**src/rtl/ysyx_22050039_ifu_pkg.sv**
```systemverilog
// Shared definitions for the ysyx_22050039 instruction fetch unit:
// FSM state encoding, reset PC, the nop word and the sequential PC step.
package ysyx_22050039_ifu_pkg;

   localparam int          XLEN_DEF     = 64;
   localparam int          INST_LEN_DEF = 32;
   localparam logic [63:0] RESET_PC_DEF = 64'h8000_0000;
   localparam logic [31:0] NOP_INST     = 32'h0000_0013;
   localparam logic [63:0] PC_INC       = 64'd4;

   typedef enum logic [1:0] {
      ST_REQ   = 2'd0,
      ST_WAIT  = 2'd1,
      ST_HOLD  = 2'd2,
      ST_FAULT = 2'd3
   } ifu_state_e;

endpackage

```
**src/rtl/ysyx_22050039_PCReg.sv**
```systemverilog
// Plain XLEN-wide register with write enable, asynchronously reset
// (active low) to the boot PC. Used for both the fetch PC and inst_pc.
module ysyx_22050039_PCReg
   import ysyx_22050039_ifu_pkg::*;
#(
   parameter int               XLEN     = XLEN_DEF,
   parameter logic [XLEN-1:0]  RESET_PC = XLEN'(RESET_PC_DEF)
) (
   input  logic            clk_i,
   input  logic            rst_ni,
   input  logic            wen_i,
   input  logic [XLEN-1:0] d_i,
   output logic [XLEN-1:0] q_o
);

   logic [XLEN-1:0] value_q;

   // Load a new value when enabled, otherwise hold.
   always_ff @(posedge clk_i or negedge rst_ni) begin
      if (!rst_ni) begin
         value_q <= RESET_PC;
      end else if (wen_i) begin
         value_q <= d_i;
      end
   end

   assign q_o = value_q;

endmodule

```
**src/rtl/ysyx_22050039_ifu.sv**
```systemverilog
// Instruction fetch unit: one outstanding imem read at a time, presents
// the fetched word and its PC to the IDU, and follows redirects by
// discarding any instruction still in flight from the old path.
module ysyx_22050039_ifu
   import ysyx_22050039_ifu_pkg::*;
#(
   parameter int               XLEN     = XLEN_DEF,
   parameter int               INST_LEN = INST_LEN_DEF,
   parameter logic [XLEN-1:0]  RESET_PC = XLEN'(RESET_PC_DEF)
) (
   input  logic                clk,
   input  logic                rst,
   output logic                imem_req_valid,
   input  logic                imem_req_ready,
   output logic [XLEN-1:0]     imem_req_addr,
   input  logic                imem_resp_valid,
   input  logic [INST_LEN-1:0] imem_resp_data,
   output logic                inst_valid,
   input  logic                inst_ready,
   output logic [INST_LEN-1:0] inst,
   output logic [XLEN-1:0]     inst_pc,
   input  logic                pc_wen,
   input  logic [XLEN-1:0]     pc_target,
   output logic                fetch_fault
);

   ifu_state_e          state_q;
   logic                kill_q;
   logic                started_q;
   logic                redirPend_q;
   logic [XLEN-1:0]     redirTarget_q;
   logic                instValid_q;
   logic [INST_LEN-1:0] inst_q;
   logic                fault_q;

   logic [XLEN-1:0]     pc_q;
   logic [XLEN-1:0]     pc_d;
   logic                pcWe;
   logic [XLEN-1:0]     instPc_q;
   logic                instPcWe;

   logic                misalign;
   logic                redirect;
   logic                reqFire;

   assign misalign = pc_wen && (pc_target[1:0] != 2'b00);
   assign redirect = pc_wen && !misalign;
   // started_q keeps the request low during reset and until the first edge after it.
   assign reqFire  = (state_q == ST_REQ) && started_q && imem_req_ready;

   // Next fetch PC: redirect beats the sequential step; a redirect seen while
   // an unaccepted request is on the bus is parked and applied on acceptance
   // so the request address never moves under the memory.
   always_comb begin
      pcWe     = 1'b0;
      pc_d     = pc_q;
      instPcWe = 1'b0;
      if ((state_q != ST_FAULT) && !misalign) begin
         case (state_q)
            ST_REQ: begin
               if (!started_q) begin
                  if (redirect) begin
                     pcWe = 1'b1;
                     pc_d = pc_target;
                  end
               end else if (reqFire) begin
                  if (redirect) begin
                     pcWe = 1'b1;
                     pc_d = pc_target;
                  end else if (redirPend_q) begin
                     pcWe = 1'b1;
                     pc_d = redirTarget_q;
                  end
               end
            end
            ST_WAIT: begin
               if (redirect) begin
                  pcWe = 1'b1;
                  pc_d = pc_target;
               end else if (imem_resp_valid && !kill_q) begin
                  instPcWe = 1'b1;
               end
            end
            ST_HOLD: begin
               if (redirect) begin
                  pcWe = 1'b1;
                  pc_d = pc_target;
               end else if (inst_ready) begin
                  pcWe = 1'b1;
                  pc_d = pc_q + XLEN'(PC_INC);
               end
            end
            default: begin
            end
         endcase
      end
   end

   // Fetch FSM with kill flag and registered IDU-side outputs; a misaligned
   // redirect from any live state halts the unit until reset.
   always_ff @(posedge clk or negedge rst) begin
      if (!rst) begin
         state_q       <= ST_REQ;
         kill_q        <= 1'b0;
         started_q     <= 1'b0;
         redirPend_q   <= 1'b0;
         redirTarget_q <= '0;
         instValid_q   <= 1'b0;
         inst_q        <= INST_LEN'(NOP_INST);
         fault_q       <= 1'b0;
      end else begin
         started_q <= 1'b1;
         if ((state_q != ST_FAULT) && misalign) begin
            state_q     <= ST_FAULT;
            fault_q     <= 1'b1;
            instValid_q <= 1'b0;
            kill_q      <= 1'b0;
            redirPend_q <= 1'b0;
         end else begin
            case (state_q)
               ST_REQ: begin
                  if (started_q) begin
                     if (imem_req_ready) begin
                        state_q     <= ST_WAIT;
                        kill_q      <= redirect || redirPend_q;
                        redirPend_q <= 1'b0;
                     end else if (redirect) begin
                        redirPend_q   <= 1'b1;
                        redirTarget_q <= pc_target;
                     end
                  end
               end
               ST_WAIT: begin
                  if (imem_resp_valid) begin
                     if (kill_q || redirect) begin
                        state_q <= ST_REQ;
                        kill_q  <= 1'b0;
                     end else begin
                        inst_q      <= imem_resp_data;
                        instValid_q <= 1'b1;
                        state_q     <= ST_HOLD;
                     end
                  end else if (redirect) begin
                     kill_q <= 1'b1;
                  end
               end
               ST_HOLD: begin
                  if (redirect || inst_ready) begin
                     instValid_q <= 1'b0;
                     state_q     <= ST_REQ;
                  end
               end
               default: begin
               end
            endcase
         end
      end
   end

   ysyx_22050039_PCReg #(.XLEN(XLEN), .RESET_PC(RESET_PC)) u_pc (
      .clk_i  (clk),
      .rst_ni (rst),
      .wen_i  (pcWe),
      .d_i    (pc_d),
      .q_o    (pc_q)
   );

   ysyx_22050039_PCReg #(.XLEN(XLEN), .RESET_PC(RESET_PC)) u_instpc (
      .clk_i  (clk),
      .rst_ni (rst),
      .wen_i  (instPcWe),
      .d_i    (pc_q),
      .q_o    (instPc_q)
   );

   assign imem_req_valid = (state_q == ST_REQ) && started_q;
   assign imem_req_addr  = pc_q;
   assign inst_valid     = instValid_q;
   assign inst           = inst_q;
   assign inst_pc        = instPc_q;
   assign fetch_fault    = fault_q;

endmodule

```
**config.mk**
```make
export PLATFORM = sky130hd
export DESIGN_NAME = ysyx_22050039_ifu
export DESIGN_NICKNAME = d
export VERILOG_FILES = /design/src/rtl/ysyx_22050039_ifu_pkg.sv /design/src/rtl/ysyx_22050039_PCReg.sv /design/src/rtl/ysyx_22050039_ifu.sv
export SDC_FILE = /design/constraint.sdc
export NUM_CORES = 1
export LEC_CHECK = 0
export BUFFER_PORTS_ARGS = -buffer_cell sky130_fd_sc_hd__buf_2
export CAP_MARGIN = 10
export CORE_ASPECT_RATIO = 2
export CORE_MARGIN = 1.5
export CORE_UTILIZATION = 25
export CTS_BUF_LIST = sky130_fd_sc_hd__clkbuf_8
export CTS_CLUSTER_DIAMETER = 40
export DETAILED_ROUTE_END_ITERATION = 8
export SKIP_LAST_GASP = 1
export SYNTH_ARGS = -nofsm -noshare
export SYNTH_HDL_FRONTEND = slang
export SYNTH_HIERARCHICAL = 1
export SYNTH_SLANG_ARGS = --single-unit
```
**constraint.sdc**
```tcl
create_clock -name clk -period 2.5 [get_ports clk]
set_clock_uncertainty 0.15 [all_clocks]
set_input_delay 0.125 -clock clk [delete_from_list [all_inputs] [get_ports clk]]
set_output_delay 0.125 -clock clk [all_outputs]
set_load 0.005 [all_outputs]
```
==> summary.md <==
| Metric | Value |
|---|---|
| Die W | `175 um` |
| Port Buf Inserts | `264` |
| Share of the yosys chip area belonging to registers | `39.2%` |
| Mapped Area | `0.0148 sq mm` |
| # IOs | `265` |
| Design Power | `21.3 mW` |
| Slew @ Worst Pin | `0.743 ns` |
| P_sw | `8.18 mW` |
| Vias | `15533` |
| Final Max Tran Viols | `0` |
| Ys Warns | `6` |
| Design Area, Final | `0.0222 sq mm` |
| Floorplan row count | `125` |
| First-pass GRT wire length | `97.0 mm` |
| All-Layer GR Usage | `21.0%` |
| Max cap viols | `0` |
| Core box area | `0.0582 sq mm` |
| Main flop type after synthesis | `dfrtp_1` |
| Rel. slew slack | `50.5%` |
| ANT nets after route | `0` |
| Initial DRC Count | `973` |
| Filler cell count | `5791` |
| Worst r2r path cells | `9` |
| Critical Path Source Type | `flip-flop` |
| Dpl ws | `-0.259 ns` |
| Main area contributors after synthesis | `dfrtp_1 38%, mux2_4 12%, mux2_2 8.0%` |
| Async S/R FF share, synth | `100%` |
| Skew-Pair Late Insertion Delay | `0.65 ns` |
| Non-filler instance count after layout | `2877` |
| CTS tree | `done` |
| Number of global-route vias before repair | `15952` |
| Top layer in use | `met5` |
| Crit path time final | `2.68 ns` |
| # placed instances | `2647` |
| Pleak | `10.2 nW` |
| CP max FO | `4` |
| Status | `finished, violations left` |
| Crit path arrival time | `3.05 ns` |
| Clock Power Share | `20.7%` |
| Global route total overflow | `0` |
| Synth area leader | `dfrtp_1` |
| Final period util | `107%` |
| Area delta synth->final | `50.1%` |
| Share of cells above drive strength 1 | `48.2%` |
| Die Height | `347 um` |
| Syn Nets | `1571` |
| Setup-failing EPs final | `26` |
| Final hold viol count | `0` |
| CP endpoint kind | `flip-flop` |
| Failing checks | `setup timing` |
| Final nets | `2187` |
| Peak VDD IR | `0.585 mV` |
| Metal2 WL | `33.8 mm` |
| Top cell type's share of synthesized area | `38.3%` |
| Max Clock Freq | `373 MHz` |
| Gate power share | `51.3%` |
| Reg power frac | `28.1%` |
| Crit path setup slack, layout | `-0.180 ns` |
| CTS Sinks | `231` |
| Net Sw Frac | `38.4%` |
| GPL Wtd Cong | `0.928` |
| Post-synthesis average cell area | `10.1 sq um` |
| Antenna violations before repair | `5` |
| Worst r2r dst | `u_pc/q_o[57]$_DFFE_PN0P_` |
| EDFF count, synth | `0` |
| Synth unique cells | `86` |
| Worst setup path category | `reg -> reg` |
| Largest net degree at the start of global routing | `57` |
| Die area | `0.0607 sq mm` |
| Min-delay src | `imem_resp_data[22]` |
| Worst Path Required | `2.87 ns` |
| Syn Inst Count | `1463` |
| DR vias/cell | `5.40` |
| CTS Buffer Depth | `3` |
| #FFs+latches synth | `231` |
| Met1 WL | `24.0 mm` |
| Root Buffer | `clkbuf_8` |
| Min-Delay Endpoint | `inst[22]$_DFFE_PN0P_` |
| Final HPWL DP | `45.6 mm` |
| Power Density | `962 mW/mm^2` |
| Metal3 WL | `4.17 mm` |
| DRC | `0` |
| Worst Hold Depth | `3` |
| Hold Crit Class | `in -> reg` |
| Reg2reg start | `u_pc/q_o[15]$_DFFE_PN0P_` |
| Unrepaired setup endpoints after global routing | `true` |
| TritonCTS buffer count | `44` |
| WL/cell | `23.3 um` |
| Area post-placement | `0.0190 sq mm` |
| Int Pwr | `13.1 mW` |
| DR pass1 iterations | `5` |
| CTS clk-pin slew, worst paths | `0.07 ns` |
| Detailed Route WL | `67.0 mm` |
| # H-tree levels | `2` |
| Starting Density | `25.4%` |
| Worst reg2reg setup slack | `-0.18 ns` |
[critical path, cell delays in order (launching register included)]
cell and delay [ns]:
dfrtp_1 0.35, nand4_1 0.26, buf_4 0.23, or3_4 0.43, nor3_4 0.20, buf_6 0.15, nand4_1 0.18, mux2i_1 0.24
a211oi_2 0.10, mux2_4 0.26
[state kept, by name, indices dropped and copies added (netlist names)]
register       cells
fetch_fault        1
inst              32
inst_valid         1
kill_q             1
redirPend_q        1
redirTarget_q     64
started_q          1
state_q            2
u_instpc/q_o      64
u_pc/q_o          64
[how the worst max path moves through the flow]
stage / slack, ns / from / to / cells after the start
finish: -0.18 / u_pc/q_o[15]$_DFFE_PN0P_ / u_pc/q_o[57]$_DFFE_PN0P_ / 9
global route: -0.24 / u_pc/q_o[13]$_DFFE_PN0P_ / u_pc/q_o[58]$_DFFE_PN0P_ / 8
CTS: -0.14 / u_pc/q_o[16]$_DFFE_PN0P_ / u_pc/q_o[53]$_DFFE_PN0P_ / 9
detailed placement: -0.26 / u_pc/q_o[6]$_DFFE_PN0P_ / u_pc/q_o[56]$_DFFE_PN0P_ / 9
global placement: -0.27 / u_pc/q_o[2]$_DFFE_PN0P_ / u_pc/q_o[58]$_DFFE_PN0P_ / 9
floorplan: -0.04 / u_pc/q_o[21]$_DFFE_PN0P_ / u_pc/q_o[60]$_DFFE_PN0P_ / 7
[final cells by class]
type                            instances  area [sq um]  area share (%)
Inverter                               18          71.3           0.322
Sequential cell                       231          5790            26.1
Antenna cell                            3          7.51          0.0339
Multi-Input combinational cell       1093          8880            40.0
Timing Repair Buffer                  691          5490            24.8
Tap cell                              762           953            4.30
Clock inverter                         29           295            1.33
Clock buffer                           50           688            3.10
[synth_stat cells, drive strengths merged, types with 15 or more instances]
master  number
dfrtp      226
mux2       225
a21oi      112
nand2      100
o21ai       93
nor2        85
clkbuf      77
nor3        58
buf         44
nand4       34
nand3       33
o22ai       30
a31oi       22
mux2i       19
inv         17
and3        15
[cell families after synthesis]
logic type                 after synthesis  synth area share, %
AOI/OAI and AO/OA                      422                 18.7
and+or+nand+nor                        413                 14.5
muxes                                  244                 21.5
DFF                                    231                 39.2
buffers and inverters                  139                 5.22
xor gates and xnor gates                 7                0.415
adders and majority gates                6                0.508
other                                    1               0.0254
[power by group through the flow]
stage	Combinational (mW)	Clock [mW]	Sequential, mW
final	10.9	4.41	5.98
after global routing	11.6	4.66	6.14
after CTS	10.2	4.53	5.95
after detailed placement	9.67	0	5.99
after global placement	9.49	0	5.93
after floorplan	4.91	0	6.23
[metrics by stage]
stage / hold slack, ns / TNS (ns) / util (%)
after floorplan: -0.321 / -0.0426 / -
after global placement: -0.0485 / -2.88 / 32.7
after detailed placement: -0.0467 / -3.51 / 32.7
after CTS: 0.0507 / -1.42 / 37.0
after global routing: 0.0920 / -4.51 / 38.1
final: 0.103 / -1.97 / 38.1
[repair_timing]
action | in CTS | in global routing
gates resized for setup | 63 | 88
hold buffers | 100 | 0
buffers inserted | 22 | 21
endpoints found under the setup margin | 61 | 100
hold endpoints to repair | 369 | 0
pin swaps | 28 | 36
cloned | 2 | 6
[cell usage in the layout (no fill, tap or decap), types with 78 or more instances in the layout]
master,netlist,final
a21oi_1,112,99
buf_2,24,263
buf_4,2,263
dfrtp_1,226,222
dlygate4sd3_1,0,99
mux2_2,105,104
mux2_4,120,121
nand2_1,99,88
nor2_1,85,78
o21ai_0,92,85
[layer usage]
| layer | vias up | GRT usage (%) |
|---|---|---|
| li1 | 6805 | - |
| met1 | 7671 | 22.5 |
| met2 | 787 | 37.2 |
| met3 | 266 | 3.15 |
| met4 | 4 | 14.9 |
| met5 | - | 0 |
Note: power is estimated with default switching activity, not from simulation.
